[config.mk]
export PLATFORM = sky130hd
export DESIGN_NAME = pipe_hazard_ctrl
export DESIGN_NICKNAME = d
export VERILOG_FILES = /design/src/rtl/pipe_hazard_ctrl.sv
export SDC_FILE = /design/constraint.sdc
export NUM_CORES = 1
export LEC_CHECK = 0
export CORE_MARGIN = 2
export CORE_UTILIZATION = 35
export DETAILED_ROUTE_END_ITERATION = 12
export PLACE_DENSITY = 0.73
export SLEW_MARGIN = 20
export SYNTH_ARGS = -nofsm -noshare
export SYNTH_HDL_FRONTEND = slang
export SYNTH_SLANG_ARGS = --single-unit
[constraint.sdc]
create_clock -name i_clk -period 1.8 [get_ports i_clk]
set_input_delay 0.36 -clock i_clk [delete_from_list [all_inputs] [get_ports i_clk]]
set_output_delay 0.36 -clock i_clk [all_outputs]
set_load 0.02 [all_outputs]
[src/rtl/pipe_hazard_ctrl.sv]
// pipe_hazard_ctrl
//   Hazard and forwarding controller for a 4-stage (IF, ID, EX, WB) pipeline.
//   Keeps shadow copies of the EX and WB stage write info. Each cycle it decides
//   whether to stall ID and insert an EX bubble, and registers the forwarding
//   selects for the instruction that is entering EX.
//
// Ports
//   i_clk, i_rst             clock (rising edge), async active-high reset
//   i_id_valid               ID stage holds a real instruction
//   i_id_rs1, i_id_rs2       ID source registers (rs2 only meaningful with i_id_use2)
//   i_id_rd, i_id_regwrite   ID destination / writes register file
//   i_id_writesrc            1 = late result (ready end of WB), 0 = ALU (ready end of EX)
//   i_flush                  branch taken in EX, squash the ID instruction
//   o_stall                  hold PC and IF/ID
//   o_bubble                 ID/EX loads zeros this edge
//   o_fwd_sel1, o_fwd_sel2   EX operand source: 00 regfile, 01 WB result, 10 WB bypass latch
//   o_ex_rd, o_ex_regwrite, o_ex_writesrc   EX shadow (debug)
//   o_stall_cnt, o_fwd_cnt   saturating statistic counters
module pipe_hazard_ctrl #(
  parameter int REGW = 3,
  parameter int CNTW = 8
) (
  input  logic            i_clk,
  input  logic            i_rst,
  input  logic            i_id_valid,
  input  logic [REGW-1:0] i_id_rs1,
  input  logic [REGW-1:0] i_id_rs2,
  input  logic            i_id_use2,
  input  logic [REGW-1:0] i_id_rd,
  input  logic            i_id_regwrite,
  input  logic            i_id_writesrc,
  input  logic            i_flush,
  output logic            o_stall,
  output logic            o_bubble,
  output logic [1:0]      o_fwd_sel1,
  output logic [1:0]      o_fwd_sel2,
  output logic [REGW-1:0] o_ex_rd,
  output logic            o_ex_regwrite,
  output logic            o_ex_writesrc,
  output logic [CNTW-1:0] o_stall_cnt,
  output logic [CNTW-1:0] o_fwd_cnt
);

  localparam logic [1:0] SEL_RF  = 2'b00;
  localparam logic [1:0] SEL_WB  = 2'b01;
  localparam logic [1:0] SEL_BYP = 2'b10;

  logic            r_ex_valid;
  logic [REGW-1:0] r_ex_rd;
  logic            r_ex_regwrite;
  logic            r_ex_writesrc;
  logic            r_wb_valid;
  logic [REGW-1:0] r_wb_rd;
  logic            r_wb_regwrite;
  logic [1:0]      r_fwd_sel1;
  logic [1:0]      r_fwd_sel2;
  logic [CNTW-1:0] r_stall_cnt;
  logic [CNTW-1:0] r_fwd_cnt;

  logic       w_hit_ex1;
  logic       w_hit_ex2;
  logic       w_hit_wb1;
  logic       w_hit_wb2;
  logic       w_stall;
  logic       w_bubble;
  logic [1:0] w_sel1;
  logic [1:0] w_sel2;

  assign w_hit_ex1 = r_ex_valid & r_ex_regwrite & (r_ex_rd == i_id_rs1);
  assign w_hit_ex2 = i_id_use2 & r_ex_valid & r_ex_regwrite & (r_ex_rd == i_id_rs2);
  assign w_hit_wb1 = r_wb_valid & r_wb_regwrite & (r_wb_rd == i_id_rs1);
  assign w_hit_wb2 = i_id_use2 & r_wb_valid & r_wb_regwrite & (r_wb_rd == i_id_rs2);

  // A late producer in EX can only be consumed from the WB bypass, one cycle
  // later. After the stall the producer sits in WB, so the stall self-clears.
  assign w_stall  = i_id_valid & ~i_flush & ~i_rst & r_ex_writesrc & (w_hit_ex1 | w_hit_ex2);
  assign w_bubble = w_stall | i_flush | ~i_id_valid | i_rst;

  // EX hit wins over WB hit: the newer producer holds the architectural value.
  // An EX hit that survives to here is always an ALU producer, since a late
  // EX hit forces a bubble.
  always_comb begin
    w_sel1 = SEL_RF;
    w_sel2 = SEL_RF;
    if (!w_bubble) begin
      if (w_hit_ex1)      w_sel1 = SEL_WB;
      else if (w_hit_wb1) w_sel1 = SEL_BYP;
      if (w_hit_ex2)      w_sel2 = SEL_WB;
      else if (w_hit_wb2) w_sel2 = SEL_BYP;
    end
  end

  always_ff @(posedge i_clk or posedge i_rst) begin
    if (i_rst) begin
      r_ex_valid    <= 1'b0;
      r_ex_rd       <= '0;
      r_ex_regwrite <= 1'b0;
      r_ex_writesrc <= 1'b0;
      r_wb_valid    <= 1'b0;
      r_wb_rd       <= '0;
      r_wb_regwrite <= 1'b0;
      r_fwd_sel1    <= SEL_RF;
      r_fwd_sel2    <= SEL_RF;
      r_stall_cnt   <= '0;
      r_fwd_cnt     <= '0;
    end else begin
      r_wb_valid    <= r_ex_valid;
      r_wb_rd       <= r_ex_rd;
      r_wb_regwrite <= r_ex_regwrite;
      if (!w_bubble) begin
        r_ex_valid    <= 1'b1;
        r_ex_rd       <= i_id_rd;
        r_ex_regwrite <= i_id_regwrite;
        r_ex_writesrc <= i_id_writesrc;
      end else begin
        r_ex_valid    <= 1'b0;
        r_ex_rd       <= '0;
        r_ex_regwrite <= 1'b0;
        r_ex_writesrc <= 1'b0;
      end
      r_fwd_sel1 <= w_sel1;
      r_fwd_sel2 <= w_sel2;
      if (w_stall && !(&r_stall_cnt))
        r_stall_cnt <= r_stall_cnt + CNTW'(1);
      if (((w_sel1 | w_sel2) != SEL_RF) && !(&r_fwd_cnt))
        r_fwd_cnt <= r_fwd_cnt + CNTW'(1);
    end
  end

  assign o_stall       = w_stall;
  assign o_bubble      = w_bubble;
  assign o_fwd_sel1    = r_fwd_sel1;
  assign o_fwd_sel2    = r_fwd_sel2;
  assign o_ex_rd       = r_ex_rd;
  assign o_ex_regwrite = r_ex_regwrite;
  assign o_ex_writesrc = r_ex_writesrc;
  assign o_stall_cnt   = r_stall_cnt;
  assign o_fwd_cnt     = r_fwd_cnt;

endmodule

==> results.cfg <==
[placed_design]
gp_congestion = 0.774
placedCellCount = 229
place_hpwl_um = 2360
portBuffers = 42

[die]
fp.dieH_um = 67.3
io_pins = 43
initial_core_util = 0.374
fp.dieArea_um2 = 4530
rows = 22
core_area_um2 = 3740
die_x_um = 67.3

[drt]
vias = 1115
top_layer = met4
post_drt_wl_per_cell_um = 13.2
wl_met3_um = 75
dr_wl_met2_um = 1670
wl_met1_um = 1420
first_pass_iters = 4
wl_um = 3190
drc = 0
postRouteAntennaNets = 0
drtIter0Drc = 68
via_per_inst = 4.63

[cts]
cts_sinks = 31
clock_latency_ps = 270
cts-buffers-inserted = 5
ctsHoldBuffers = 0
cts.htree.levels = 2
cts_buffer_depth = 2
clkSlewWorstSetupHoldPaths_ps = 60
cts_tree = yes
root_buffer = clkbuf_8

[sta]
layout_setup_ws_ps = -238
fin_crit_sh = 1.13
rsz0062_at_grt = yes
drv_slew = 0
tightest_slew_ps = 390
holdWs_ps = 424
tns_ps = -2340
slew_headroom = 0.740
finalSetupViolations = 17
max_freq_mhz = 491
min_period_ps = 2040
hold_viol = 0
clock_skew_ps = 4.62

[finish]
drive_above_1_share = 0.342
instances_no_fill = 241
layout.nets = 211
diodes = 0
area_growth_pct = 65.9
post-route-util = 0.621

[synth]
postSynthCellCount = 115
synthesis.area_um2 = 1400
ys_top_cells_by_area = dfrtp_1 (55%), xor2_1 (8.8%), xnor2_1 (7.5%)
syn_avg_cell_area_um2 = 12.2
synth-seq-cells = 31
ys_warn_count = 0
synth_seq_area_share = 0.554
yosysTopAreaCell = dfrtp_1
postSynthNetCount = 133
synth_top_cell_area_share = 0.554
yosys.cell_types.count = 26

[worst_setup_path]
cp_data_arrival_time_ps = 1680
cp_slowest_cell = dfrtp_2
crit_fanout = 3
critPathCaptureType = output port
cp_num_buf_inv = 2
start_kind = register
worst_ep_required_time_ps = 1440
crit_type = register to output port
crit_path_max_incr_delay_ps = 470
worstPathCellList = xor2_4 -> nor4_4 -> o21ai_4 -> and2_4 -> clkinv_4 -> buf_6
crit_family = simple AND/OR/NAND/NOR gates
ff2ff_setup_slack_ps = -230

[global_routing]
grt_max_degree = 32
grt_overflow_total = 0
grt_pass1_wl_um = 5350
grt_pass1_vias = 1160
antenna_found_initial = 0
grt_use_total = 0.162

[status]
violations = negative setup slack
outcome = finished with violations

[min_path]
worstHoldPathType = register to register

[power]
max-vdd-ir-drop_mv = 0.436
seqPwrFrac = 0.535
internal_power_w = 0.00104
power_density_nw_per_um2 = 574
p_sw_frac = 0.218
pwr-share-comb = 0.099
p_clk_frac = 0.366
cellLeakagePower_nw = 1.14
switching_power_w = 0.000291

[flow_run]
drv_cap = 0
## cell families after synthesis
group           after synthesis  synth area share
compound gates                3            0.0295
simple gates                 47             0.208
fa+ha+maj                     2            0.0179
flops                        31             0.554
buf+inv                       4            0.0125
xor+xnor                     26             0.163
mux                           2            0.0161
## per-stage QoR
step	power (W)	area, um^2	setup WS (ps)
after floorplan	0.000774	1460	-131
after global placement	0.000851	2120	-855
after detailed placement	0.000854	2120	-873
after CTS	0.00135	2270	-262
after global routing	0.00139	2320	-309
final	0.00133	2320	-238
## flip-flops by register name, indices dropped and copies added, names as in the netlist
name	flops
r_wb_rd	3
o_fwd_sel1	2
o_ex_regwrite	1
r_wb_regwrite	1
r_wb_valid	1
r_ex_valid	1
o_stall_cnt	8
o_ex_writesrc	1
o_ex_rd	3
o_fwd_cnt	8
o_fwd_sel2	2
## path summary, 6_finish.rpt
kind | from | to | cells after the start
worst min register to register | r_ex_valid | r_wb_valid | 0
max in group asynchronous | i_rst | o_ex_rd[2] | 3
worst min-delay path | r_ex_valid | r_wb_valid | 0
worst max register to register | o_ex_rd[2] | o_fwd_cnt[1] | 9
min in group asynchronous | i_rst | o_fwd_cnt[4] | 3
worst max-delay path | o_ex_rd[2] | o_bubble | 6
## cells in the final DEF (no fill, tap or decap), types with 2 or more instances in the layout
cell type,Yosys,final
buf_6,0,6
xor2_2,0,2
dlygate4sd2_1,0,8
nor2_2,0,3
ha_1,2,2
nor4_1,2,2
dfrtp_1,31,27
xnor2_1,12,8
clkdlybuf4s50_1,0,29
and3_1,11,10
dlymetal6s2s_1,0,3
buf_4,0,25
nand4_1,6,6
nand2_1,7,7
dfrtp_2,0,4
nor2_1,8,4
nand3_1,3,2
inv_1,3,2
xor2_1,14,11
xnor2_2,0,4
clkbuf_8,0,5
clkbuf_1,0,2
## layout make-up
cell class              instances  area [um^2]
fillers                       303         1420
flip-flops and latches         31          781
multi-input cells              80          734
repair buffers                 71          653
clock buffers                   7         76.3
well taps                      48         60.1
inverters                       4         20.0
## layer usage
| metal | GRT usage | vias to the layer above |
|---|---|---|
| met5 | 0 | - |
| met4 | 0.0612 | 0 |
| met3 | 0.0350 | 2 |
| met2 | 0.250 | 22 |
| met1 | 0.223 | 541 |
| li1 | - | 550 |
## timing repair
| action | in CTS | in global routing |
|---|---|---|
| endpoints found under the hold margin | 0 | 0 |
| endpoints found under the setup margin | 18 | 21 |
| buffers inserted | 4 | 2 |
| gates resized for setup | 31 | 12 |
| pin swaps | 14 | 15 |
## cells in the mapped netlist, drive strengths merged
cell type and instances:
and2 2, nor3 1, inv 4, or4 1
or3b 1, xnor2 12, nand4 6, and4 2
xor2 14, or2 2, o21ai 1, and3 11
nand2 7, nor4 3, nand3 3, ha 2
dfrtp 31, mux2 2, o2111ai 1, a2111oi 1
nor2 8
## power by group through the flow
stage / logic [W] / clock network, W / registers, W
4_1_cts: 0.000129 / 0.000503 / 0.000713
3_5_place_dp: 0.000128 / 0 / 0.000725
2_1_floorplan: 0.0000441 / 0 / 0.000730
6_report: 0.000132 / 0.000488 / 0.000714
5_1_grt: 0.000144 / 0.000535 / 0.000714
3_3_place_gp: 0.000126 / 0 / 0.000725
(Power assumes the default switching activity.)
